$ cat src/rtl/kp_pkg.sv
// Shared types, constants and helpers for the 4x4 keypad scan controller.
package kp_pkg;

    typedef enum logic [1:0] {
        SCAN,
        DEBOUNCE,
        EMIT,
        RELEASE
    } kp_state_t;

    localparam logic [3:0] KPR_IDLE  = 4'b1111;
    localparam logic [3:0] COL_RESET = 4'b0111;

    // Rotate right so the single low bit walks 0111 -> 1011 -> 1101 -> 1110 -> 0111.
    function automatic logic [3:0] next_col(input logic [3:0] col);
        return {col[0], col[3:1]};
    endfunction

    // {exactly-one-low, index of that low bit counted from the MSB}
    function automatic logic [2:0] low_index(input logic [3:0] v);
        logic [2:0] res;
        case (v)
            4'b0111: res = 3'b100;
            4'b1011: res = 3'b101;
            4'b1101: res = 3'b110;
            4'b1110: res = 3'b111;
            default: res = 3'b000;
        endcase
        return res;
    endfunction

endpackage

$ cat src/rtl/kp_keymap.sv
// Combinational map from (driven column, row pattern) to the 4-bit key code.
module kp_keymap
    import kp_pkg::*;
(
    input  logic [3:0] kpc,
    input  logic [3:0] pat,
    output logic [3:0] code,
    output logic       single
);

    logic [2:0] w_col;
    logic [2:0] w_row;

    assign w_col  = low_index(kpc);
    assign w_row  = low_index(pat);
    assign single = w_row[2];

    always_comb begin
        code = 4'd0;
        if (w_col[2] && w_row[2]) begin
            case ({w_col[1:0], w_row[1:0]})
                4'h0: code = 4'd1;
                4'h1: code = 4'd4;
                4'h2: code = 4'd7;
                4'h3: code = 4'd14;
                4'h4: code = 4'd2;
                4'h5: code = 4'd5;
                4'h6: code = 4'd8;
                4'h7: code = 4'd0;
                4'h8: code = 4'd3;
                4'h9: code = 4'd6;
                4'hA: code = 4'd9;
                4'hB: code = 4'd15;
                4'hC: code = 4'd10;
                4'hD: code = 4'd11;
                4'hE: code = 4'd12;
                4'hF: code = 4'd13;
            endcase
        end
    end

endmodule

$ cat src/rtl/kp_scan_ctrl.sv
// 4x4 keypad scanner: column drive, row sync/debounce, one valid/ready event per press.
//
// state    | meaning
// SCAN     | drive each column SCAN_DIV cycles, look for any low row
// DEBOUNCE | column frozen, row pattern must hold DEB_CYCLES cycles
// EMIT     | event presented, waiting for key_ready
// RELEASE  | rows must read idle DEB_CYCLES cycles before scanning resumes
module kp_scan_ctrl
    import kp_pkg::*;
#(
    parameter int SCAN_DIV   = 50000,
    parameter int DEB_CYCLES = 1000000
) (
    input  logic       clk,
    input  logic       reset_n,
    input  logic [3:0] kpr,
    output logic [3:0] kpc,
    output logic       key_valid,
    output logic [3:0] key_code,
    input  logic       key_ready,
    output logic       key_down
);

    localparam int SW = $clog2(SCAN_DIV);
    localparam int DW = $clog2(DEB_CYCLES);
    localparam logic [SW-1:0] SCAN_LAST = SW'(SCAN_DIV - 1);
    localparam logic [DW-1:0] DEB_LAST  = DW'(DEB_CYCLES - 1);

    kp_state_t     r_state;
    logic [3:0]    r_sync1;
    logic [3:0]    r_kpr_s;
    logic [3:0]    r_kpc;
    logic [3:0]    r_pat;
    logic [SW-1:0] r_scan_cnt;
    logic [DW-1:0] r_deb_cnt;
    logic          r_key_valid;
    logic [3:0]    r_key_code;
    logic          r_key_down;

    logic [3:0]    w_code;
    logic          w_single;

    kp_keymap u_keymap (
        .kpc    (r_kpc),
        .pat    (r_pat),
        .code   (w_code),
        .single (w_single)
    );

    always_ff @(posedge clk) begin
        if (!reset_n) begin
            r_sync1 <= KPR_IDLE;
            r_kpr_s <= KPR_IDLE;
        end else begin
            r_sync1 <= kpr;
            r_kpr_s <= r_sync1;
        end
    end

    always_ff @(posedge clk) begin
        if (!reset_n) begin
            r_state     <= SCAN;
            r_kpc       <= COL_RESET;
            r_pat       <= KPR_IDLE;
            r_scan_cnt  <= '0;
            r_deb_cnt   <= '0;
            r_key_valid <= 1'b0;
            r_key_code  <= 4'd0;
            r_key_down  <= 1'b0;
        end else begin
            case (r_state)
                SCAN: begin
                    if (r_scan_cnt == SCAN_LAST) begin
                        r_scan_cnt <= '0;
                        if (r_kpr_s == KPR_IDLE) begin
                            r_kpc <= next_col(r_kpc);
                        end else begin
                            r_pat     <= r_kpr_s;
                            r_deb_cnt <= '0;
                            r_state   <= DEBOUNCE;
                        end
                    end else begin
                        r_scan_cnt <= r_scan_cnt + 1'b1;
                    end
                end
                DEBOUNCE: begin
                    if (r_kpr_s == KPR_IDLE) begin
                        r_kpc      <= next_col(r_kpc);
                        r_scan_cnt <= '0;
                        r_state    <= SCAN;
                    end else if (r_kpr_s != r_pat) begin
                        r_pat     <= r_kpr_s;
                        r_deb_cnt <= '0;
                    end else if (r_deb_cnt == DEB_LAST) begin
                        r_deb_cnt  <= '0;
                        r_key_down <= 1'b1;
                        // Several rows low on one column is a ghost/multi-key: swallow it.
                        if (w_single) begin
                            r_key_code  <= w_code;
                            r_key_valid <= 1'b1;
                            r_state     <= EMIT;
                        end else begin
                            r_state <= RELEASE;
                        end
                    end else begin
                        r_deb_cnt <= r_deb_cnt + 1'b1;
                    end
                end
                EMIT: begin
                    if (key_ready) begin
                        r_key_valid <= 1'b0;
                        r_deb_cnt   <= '0;
                        r_state     <= RELEASE;
                    end
                end
                RELEASE: begin
                    if (r_kpr_s != KPR_IDLE) begin
                        r_deb_cnt <= '0;
                    end else if (r_deb_cnt == DEB_LAST) begin
                        r_deb_cnt  <= '0;
                        r_key_down <= 1'b0;
                        r_kpc      <= next_col(r_kpc);
                        r_scan_cnt <= '0;
                        r_state    <= SCAN;
                    end else begin
                        r_deb_cnt <= r_deb_cnt + 1'b1;
                    end
                end
                default: r_state <= SCAN;
            endcase
        end
    end

    assign kpc       = r_kpc;
    assign key_valid = r_key_valid;
    assign key_code  = r_key_code;
    assign key_down  = r_key_down;

endmodule
$ cat config.mk
export PLATFORM = sky130hd
export DESIGN_NAME = kp_scan_ctrl
export DESIGN_NICKNAME = d
export VERILOG_FILES = /design/src/rtl/kp_pkg.sv /design/src/rtl/kp_keymap.sv /design/src/rtl/kp_scan_ctrl.sv
export SDC_FILE = /design/constraint.sdc
export NUM_CORES = 1
export LEC_CHECK = 0
export ABC_AREA = 0
export BUFFER_PORTS_ARGS = -buffer_cell sky130_fd_sc_hd__buf_2
export CAP_MARGIN = 20
export CORE_MARGIN = 2
export CORE_UTILIZATION = 48
export DETAILED_ROUTE_END_ITERATION = 7
export GPL_TIMING_DRIVEN = 0
export PLACE_DENSITY = 0.7
export SLEW_MARGIN = 20
export SYNTH_ARGS = -nofsm -noshare
export SYNTH_HDL_FRONTEND = slang
export SYNTH_SLANG_ARGS = --single-unit
$ cat constraint.sdc
create_clock -name clk -period 3.1 [get_ports clk]
set_input_delay 0 -clock clk [delete_from_list [all_inputs] [get_ports clk]]
set_output_delay 0 -clock clk [all_outputs]
set_load 0.005 [all_outputs]
Word level (Yosys, flattened, before mapping)
Memories as Yosys holds them, arrays and structs flattened. Cells that the tools add are included.

Flip-flop bits (word level): 60. Bits in latches: 0. RAM bits: 0. Bits in read-only memories: 64. Bits of input ports: 7. Output and inout bits: 10. Logic and storage cells: 106. Memories: 1.

Memories: (name not given) (depth 16, bits a word 4, rd ports 1, clocked after memory_dff 0, wr ports 0, line kp_keymap.sv:21) `case ({w_col[1:0], w_row[1:0]})`.

Add/subtract/negate cells: 2. Multiply operators: 0. Divide/modulo/power cells: 0. $lt $le $gt $ge: 0. Equality and inequality tests: 29. Shift-type cells: 0. Mux-type cells: 48. Bitwise logic cells: 2. Reductions and logical operators: 14.

Operators by type and width (number): 2-to-1 mux 20 bit (7); one-hot mux 20 bit (4 select lines) (1); 2-to-1 mux 16 bit (4); one-hot mux 16 bit (3 select lines) (1); 2-to-1 mux 4 bit (9); == test 4 bit (second input constant) (7); one-hot mux 3 bit (4 select lines) (2); adder 20 x 1 -> 20 bit (second input constant) (1); == test 20 bit (second input constant) (1); != test 2 bit (second input constant) (10); adder 16 x 1 -> 16 bit (second input constant) (1); == test 16 bit (second input constant) (1); 2-to-1 mux 2 bit (8); one-hot mux 4 bit (3 select lines) (1); AND reduction 4 bit (3); AND reduction 6 bit (2); 2-to-1 mux 1 bit (11); AND reduction 5 bit (2); == test 4 x 3 -> 1 bit (second input constant) (2); one-hot mux 2 bit (4 select lines) (1); one-hot mux 4 bit (2 select lines) (1); AND reduction 7 bit (1); != test 3 bit (second input constant) (2); nonzero test 2 bit (3); other kinds (10) (13).

Logic depth before layout (Yosys ltp)
Gate-level depths: netlist of run 1.

Word-level depth: 7. Mapped depth: 8. Depth with buffers taken out: 6.

By module
Synthesis of run 1 repeated with hierarchy kept, for this count alone.

Cell total of the unflattened synthesis: 383. Area, all modules: 3253.1 µm².

Modules (own cells, without submodules): kp_scan_ctrl (instances 1, cells an instance 321, area an instance 2781.4 µm², sequential area each 1201.2 µm²); kp_keymap (instances 1, cells an instance 62, area an instance 471.7 µm², sequential area each 0.0 µm²).

Least setup slack after synthesis of run 1
Ideal clock, no wire load.

Path kind: reg2reg. Start point: register r_scan_cnt[4]. End point: register r_deb_cnt[14]. Library setup time: 0.115 ns. Data arrival time: 1.980 ns. Data required time: 2.985 ns. Setup slack: 1.006 ns. Stages on the path, launching flop included: 7. Buffers on the path: 1. Clock period less this slack: 2.094 ns. Cells stage by stage: dfxtp_1 -> or4_1 -> nor4_4 -> o21ai_2 -> a32oi_2 -> buf_4 -> nor2_1.

Cells in the longest elaborated chain, start to end: 3.

RTL lines: from (decl) (line kp_scan_ctrl.sv:34) `logic [SW-1:0] r_scan_cnt;`; from (signal assigned) (line kp_scan_ctrl.sv:83) `r_scan_cnt <= r_scan_cnt + 1'b1;`; == test 16 bit (line kp_scan_ctrl.sv:73) `if (r_scan_cnt == SCAN_LAST) begin`; != test 2 bit (no source line); AND reduction 4 bit (no source line); to (signal assigned) (line kp_scan_ctrl.sv:106) `r_deb_cnt <= r_deb_cnt + 1'b1;`; to (signal assigned) (line kp_scan_ctrl.sv:126) `r_deb_cnt <= r_deb_cnt + 1'b1;`; to (decl) (line kp_scan_ctrl.sv:35) `logic [DW-1:0] r_deb_cnt;`.

Every way passes these cells. A chain may end at the register's enable or synchronous reset.

Final worst setup path of run 1
Start point: register r_state[0]. End point: register r_scan_cnt[7].

Cells in the longest elaborated chain, start to end: 3. Elaborated cells between the ends (all ways): 9. Those cells by class: eq/ne: 5; mux: 1; reduce/logical: 3.

RTL lines: from (decl) (line kp_scan_ctrl.sv:29) `kp_state_t r_state;`; from (signal assigned) (line kp_scan_ctrl.sv:62) `r_state <= SCAN;`; from (signal assigned) (line kp_scan_ctrl.sv:80) `r_state <= DEBOUNCE;`; from (signal assigned) (line kp_scan_ctrl.sv:90) `r_state <= SCAN;`; == test 2 x 1 -> 1 bit (tied with other cells) (line kp_scan_ctrl.sv:71) `case (r_state)`; != test 2 bit (no source line) / nonzero test 3 bit (equally long branches); AND reduction 4 bit (no source line).

Several ways; a longest one is shown, not always the timed one.

==> flow_metrics.py, run 1 <==
metrics = {
    "timing": {
        "fmaxAchievable_mhz": 377,
        "rsz0062_at_grt": "no",
        "hold_violations": 0,
        "slew-limit-headroom": 0.360,
        "finalSetupViolCount": 0,
        "finalSetupTns_ns": 0,
        "hold_ws_ns": 0.0629,
        "finClkSkew_ns": 0.0132,
        "fin_crit_ns": 2.66,
        "period_share": 0.857,
        "slew_violations": 0,
        "worstMarginPinSlew_ns": 0.960,
    },
    "grt": {
        "grt_overflow_total": 0,
        "antenna_found_initial": 0,
        "grt_pass1_vias": 3044,
        "grtUsageTotal": 0.237,
        "grt_max_degree": 13,
        "grt_pass1_wl_um": 14400,
    },
    "route": {
        "vias_per_cell": 5.90,
        "drt_drc_violations_left": 0,
        "drt_iter0_markers": 209,
        "vias": 3158,
        "first_pass_iters": 4,
        "final_antenna_net_count": 0,
        "wl_um": 8330,
        "wire_per_inst_um": 15.6,
    },
    "final_layout": {
        "final_nets": 443,
        "syn2layout_area_growth_pct": 13.9,
        "fin_cells": 535,
        "fin_area_sq_um": 3840,
        "fill_cells": 638,
        "drive_gt1_frac": 0.114,
        "n_antenna_cell": 0,
    },
    "synthesis": {
        "synthTopCellsByCount": "dfxtp_1 (60), o21ai_0 (25), nor2_1 (24)",
        "yosysTopAreaCellShare": 0.356,
        "synth_warnings": 0,
        "async_flop_share": 0,
        "syn_inst": 404,
        "synth.most_common_cell": "dfxtp_1",
        "synth_area_sq_um": 3370,
        "synth_top_area_cell": "dfxtp_1",
        "synth_edf_count": 0,
        "synth_nets": 413,
        "synth_cell_type_count": 62,
        "ys_seq_area_frac": 0.356,
        "synthTopCellsByArea": "dfxtp_1 (36%), o21ai_0 (3.7%), xor2_1 (3.6%)",
        "syn_avg_cell_area_sq_um": 8.35,
        "synth-seq-cells": 60,
        "synth_ff_type": "dfxtp_1",
    },
    "critical_path": {
        "slowest_stage": "a221oi_1",
        "critPathLaunchType": "register",
        "required_ns": 3.37,
        "crit_fanout": 10,
        "worst_setup_path_end_kind": "register",
        "crit_family": "compound AO/OA/AOI/OAI gates",
        "crit_arrival_ns": 2.92,
        "crit_type": "register to register",
        "regToRegSetupSlack_ns": 0.44,
        "cpPeakStageDelay_ns": 0.87,
        "cpMostUsedCell": "buf_2",
        "crit_path_start": "r_state[0]",
        "path_cells": "clkbuf_1 > inv_1 > a221oi_1 > buf_2 > buf_2 > o21ai_0 > a21boi_0",
        "r2r_start": "r_state[0]",
        "cp.buffers_inverters": 4,
    },
    "die": {
        "fp-row-count": 30,
        "dieArea_sq_um": 7720,
        "fp.dieH_um": 87.8,
        "initial_utilization": 0.497,
        "die_w_um": 87.8,
        "core_area_sq_um": 6790,
        "ios": 17,
    },
    "power_and_ir_drop": {
        "powerDensity_nw_per_um2": 436,
        "max-vdd-ir-drop_mv": 0.447,
        "power_mw": 1.68,
        "p_leak_nw": 1.33,
    },
    "clock_tree": {
        "ctsResizeCount": 0,
        "tritoncts.num_buffers": 9,
        "cts_sinks": 60,
        "cts_root_buffer": "clkbuf_8",
        "clockBufferDepth": 2,
        "htreeDepth": 3,
        "clk_pin_slew_worst_paths_ns": 0.07,
        "cts_tree": "yes",
        "clock_latency_ns": 0.35,
    },
    "min_path": {
        "hp-class": "primary input to register",
        "min_from": "key_ready",
    },
    "placed_design": {
        "dpl_cell_area_sq_um": 3570,
        "place_hpwl_um": 5820,
        "gp_congestion": 0.893,
        "portBuffers": 15,
        "dp.cells": 515,
    },
    "status": {
        "status": "complete, no violations",
    },
    "job": {
        "maxCapViolCount": 0,
    },
}
## tightest hold or removal path, delay by kind of cell
family	cells	cell delay, ns
AOI/OAI and AO/OA	2	0.17
buffers and inverters	1	0.12
and+or+nand+nor	1	0.08
## layout by cell type (no fill, tap or decap), types with 6 or more instances in the layout
cell type / instances
dfxtp_1: 60
o21ai_0: 25
nor2_1: 24
a21oi_1: 23
nand3_1: 22
nand2_1: 21
buf_2: 19
clkbuf_1: 16
nand2b_1: 16
or4_1: 14
inv_1: 14
xor2_1: 14
a21boi_0: 11
o31ai_1: 11
nand4_1: 10
clkbuf_8: 10
nor3_1: 9
o211ai_1: 8
xnor2_1: 7
or3_1: 7
and3_1: 6
nor4bb_1: 6
## layer usage
metal / global-route usage / routed length (um) / vias up
met5: 0 / 0 / -
met4: 0.0769 / 93 / 0
met3: 0.0528 / 401 / 11
met2: 0.370 / 3870 / 69
met1: 0.325 / 3970 / 1494
li1: - / - / 1584
## state kept, by name, summed over array words and instances, names as in the netlist, named ones only
signal,flops
r_state,1
r_kpr_s,4
key_down,1
key_valid,1
kpc,4
r_sync1,4
key_code,4
r_deb_cnt,20
r_pat,4
r_scan_cnt,16
## final cells by class
| class | count | area, sq um | share of cell area |
|---|---|---|---|
| Buffer | 23 | 103 | 0.0267 |
| Clock buffer | 10 | 138 | 0.0358 |
| Clock inverter | 6 | 95.1 | 0.0247 |
| Inverter | 14 | 52.6 | 0.0137 |
| Multi-Input combinational cell | 307 | 2020 | 0.525 |
| Sequential cell | 60 | 1200 | 0.313 |
| Tap cell | 96 | 120 | 0.0313 |
| Timing Repair Buffer | 19 | 115 | 0.0300 |
## what timing repair did
action                                  in CTS  in global routing
buffers inserted                             0                  0
hold buffers                                 4                  0
hold endpoints to repair                     4                  0
endpoints found under the setup margin       0                  0
## cell families (layout without fill, tap and decap cells)
kind of cell / Yosys count / count (layout) / synth area share
AND/OR/NAND/NOR: 165 / 165 / 0.288
buffers and inverters: 37 / 72 / 0.0460
XOR/XNOR: 21 / 21 / 0.0545
adder cells (fa/ha/maj): 2 / 2 / 0.00741
AO/OA/AOI/OAI: 114 / 114 / 0.233
multiplexers: 5 / 5 / 0.0152
flip-flops: 60 / 60 / 0.356
## final timing paths
kind                            depth (start not counted)       endpoint
worst min register to register                          1     r_kpr_s[1]
worst max-delay path                                    7  r_scan_cnt[7]
worst min-delay path                                    4      key_valid
worst max register to register                          7  r_scan_cnt[7]
## metrics by stage
| step | setup slack, ns | util |
|---|---|---|
| 2_1_floorplan | 1.01 | - |
| 3_3_place_gp | 0.387 | 0.525 |
| 3_5_place_dp | 0.446 | 0.525 |
| 4_1_cts | 0.417 | 0.566 |
| 5_1_grt | 0.0594 | 0.566 |
| 6_report | 0.445 | 0.566 |
## power breakdown
group          internal [mW]  switching, mW
Sequential             0.778        0.00716
Clock                  0.483          0.342
Combinational         0.0260         0.0394
Total                   1.29          0.389
No activity file was read; power rests on OpenSTA's default activity.
==> run 2: changes to the inputs <==
--- a/config.mk
+++ b/config.mk
@@ -5,7 +5,7 @@
 export SDC_FILE = /design/constraint.sdc
 export NUM_CORES = 1
 export LEC_CHECK = 0
-export ABC_AREA = 0
+export ABC_AREA = 1
 export BUFFER_PORTS_ARGS = -buffer_cell sky130_fd_sc_hd__buf_2
 export CAP_MARGIN = 20
 export CORE_MARGIN = 2
==> run 2 against run 1 <==
  * Utilization barely moved
  * Critical path depth rose by 4
  * Register-to-register slack improved by 0.64 ns
  * Sequential share of layout area fell by 2.3 points
  * First-iteration DRC count fell by 3.8%
  * Combinational power rose by 5.3%
  * Critical path type unchanged
==> flow_metrics.py, run 2 <==
metrics = {
    "die": {
        "initial_utilization": 0.501,
        "core_area_sq_um": 7330,
        "die_w_um": 91.4,
        "ios": 17,
        "dieArea_sq_um": 8360,
        "fp.dieH_um": 91.4,
        "fp-row-count": 31,
    },
    "clock_tree": {
        "htreeDepth": 3,
        "tritoncts.num_buffers": 9,
        "clk_pin_slew_worst_paths_ns": 0.08,
        "clockBufferDepth": 2,
        "cts_tree": "yes",
        "clock_latency_ns": 0.35,
        "cts_sinks": 60,
        "cts_root_buffer": "clkbuf_8",
    },
    "min_path": {
        "whs_path_depth": 4,
        "hp-class": "primary input to register",
        "min_from": "key_ready",
        "hold_path_end": "key_valid",
    },
    "timing": {
        "period_share": 0.649,
        "slew-limit-headroom": 0.532,
        "fmaxAchievable_mhz": 497,
        "rsz0062_at_grt": "no",
        "finalSetupViolCount": 0,
        "hold_violations": 0,
        "finalSetupTns_ns": 0,
        "timing.final.ws_setup_ns": 1.09,
        "finClkSkew_ns": 0.0157,
        "worstMarginPinSlew_ns": 0.702,
        "fin_crit_ns": 2.01,
        "slew_violations": 0,
    },
    "route": {
        "wl_um": 8860,
        "final_antenna_net_count": 0,
        "vias_per_cell": 5.12,
        "drt_drc_violations_left": 0,
        "drt_iter0_markers": 201,
        "vias": 3708,
        "wire_per_inst_um": 12.2,
        "first_pass_iters": 5,
    },
    "placed_design": {
        "place_hpwl_um": 6530,
        "gp_congestion": 0.921,
        "dp_worst_setup_slack_ns": 1.15,
        "portBuffers": 15,
    },
    "synthesis": {
        "synth_ff_type": "dfxtp_1",
        "yosysTopAreaCellShare": 0.327,
        "ys_seq_area_frac": 0.327,
        "synth_edf_count": 0,
        "async_flop_share": 0,
        "syn_inst": 590,
        "synth_nets": 599,
        "syn_avg_cell_area_sq_um": 6.22,
        "synthTopCellsByArea": "dfxtp_1 (33%), nand2_1 (16%), nor2_1 (9.9%)",
        "synth-seq-cells": 60,
        "synth_area_sq_um": 3670,
        "synth_cell_type_count": 37,
        "synthTopCellsByCount": "nand2_1 (157), nor2_1 (97), inv_1 (71)",
        "synth.most_common_cell": "nand2_1",
        "synth_warnings": 0,
        "synth_top_area_cell": "dfxtp_1",
    },
    "critical_path": {
        "worst_setup_path_end_kind": "register",
        "crit_type": "register to register",
        "crit_fanout": 10,
        "regToRegSetupSlack_ns": 1.09,
        "crit_arrival_ns": 2.25,
        "critPathLaunchType": "register",
        "required_ns": 3.34,
        "reg2reg_depth": 11,
        "r2r_start": "r_deb_cnt[0]",
        "r2r-end": "r_deb_cnt[7]",
    },
    "final_layout": {
        "largest_register": "r_deb_cnt",
        "syn2layout_area_growth_pct": 12.9,
        "fill_cells": 729,
        "layout_common_cells": "nand2_1 (157), nor2_1 (97), inv_1 (71), dfxtp_1 (60), nand3_1 (40)",
        "top_regs": "r_deb_cnt x20, r_scan_cnt x16",
        "final_common_cell": "nand2_1",
        "drive_gt1_frac": 0.130,
        "largest_reg_flops": 20,
        "n_antenna_cell": 0,
        "final_nets": 629,
    },
    "power_and_ir_drop": {
        "p_leak_nw": 1.81,
        "powerDensity_nw_per_um2": 407,
        "max-vdd-ir-drop_mv": 0.323,
    },
    "grt": {
        "antenna_found_initial": 0,
        "grt_pass1_vias": 3571,
        "grt_overflow_total": 0,
        "grt_max_degree": 11,
        "grt_pass1_wl_um": 15600,
        "grtUsageTotal": 0.228,
    },
    "status": {
        "status": "complete, no violations",
    },
    "job": {
        "maxCapViolCount": 0,
    },
}
[run 2: cell count changes after synthesis, moves of 8 or more]
cell,delta
nand2_1,+136
nor2_1,+73
inv_1,+57
nand3_1,+18
nand2b_1,-16
or4_1,-14
a21boi_0,-11
a21oi_1,+10
nor2_2,+10
o31ai_1,-10
clkbuf_1,-9
xor2_1,-8
[run 2: per-stage QoR]
step / hold WS, ns / instance area [sq um] / utilization / cells / power (mW)
after global placement: 0.186 / 3870 / 0.528 / 704 / 0.865
after global routing: 0.0946 / 4140 / 0.565 / 724 / 1.74
after CTS: 0.00436 / 4140 / 0.565 / 724 / 1.70
after floorplan: 0.107 / 3670 / - / 590 / 0.848
final: 0.0193 / 4140 / 0.565 / 724 / 1.69
after detailed placement: 0.191 / 3870 / 0.528 / 704 / 0.867
[run 2: worst max-delay path, cell delays in order (launching register included)]
cell and delay (ns):
dfxtp_1 0.39, ha_1 0.23, nand2_1 0.10, nor2_1 0.27, nand2_1 0.13, nor2_1 0.20
inv_1 0.10, nand2_2 0.13, nand2_2 0.08, buf_6 0.15, nand3_1 0.08, nor2_1 0.05
[run 2: metal layers]
metal  part of all wire  GRT usage  up-vias
met4              0.020     0.0871        0
met5                  0          0        -
met3              0.031     0.0506       17
li1                   -          -     1933
met2               0.48      0.393       58
met1               0.47      0.275     1700
[run 2: what timing repair did]
item | CTS | global route
gates resized for setup | 0 | 0
setup buffers | 0 | 0
hold endpoints to repair | 4 | 0
hold buffers | 4 | 0
[run 2: worst max path at each step]
stage	start	to	depth (start not counted)
finish	r_deb_cnt[0]	r_deb_cnt[7]	11
global route	r_scan_cnt[0]	kpc[1]	10
CTS	r_deb_cnt[0]	r_deb_cnt[7]	11
detailed placement	r_deb_cnt[0]	r_deb_cnt[7]	11
global placement	r_deb_cnt[0]	r_deb_cnt[7]	11
floorplan	r_deb_cnt[0]	r_scan_cnt[0]	9
[run 2: cell families (layout without fill, tap and decap cells)]
kind of cell,Yosys count,in the layout,synth area share
simple gates,354,354,0.429
buf+inv,92,127,0.106
compound gates,75,75,0.114
flops,60,60,0.327
xor+xnor,7,7,0.0167
fa+ha+maj,2,2,0.00682
[run 2: layout make-up]
cell class	instances	area, sq um	share of cell area
multi-input cells	438	2080	0.502
well taps	99	124	0.0299
clock buffers	12	165	0.0399
flip-flops and latches	60	1200	0.290
repair buffers	19	115	0.0278
plain buffers	14	95.1	0.0229
clock inverters	4	70.1	0.0169
inverters	78	295	0.0713
[run 2: where the power goes]
part           internal (mW)  switching (mW)  total [mW]
clock                  0.516           0.315       0.831
combinational         0.0252          0.0438      0.0690
sequential             0.779         0.00658       0.786
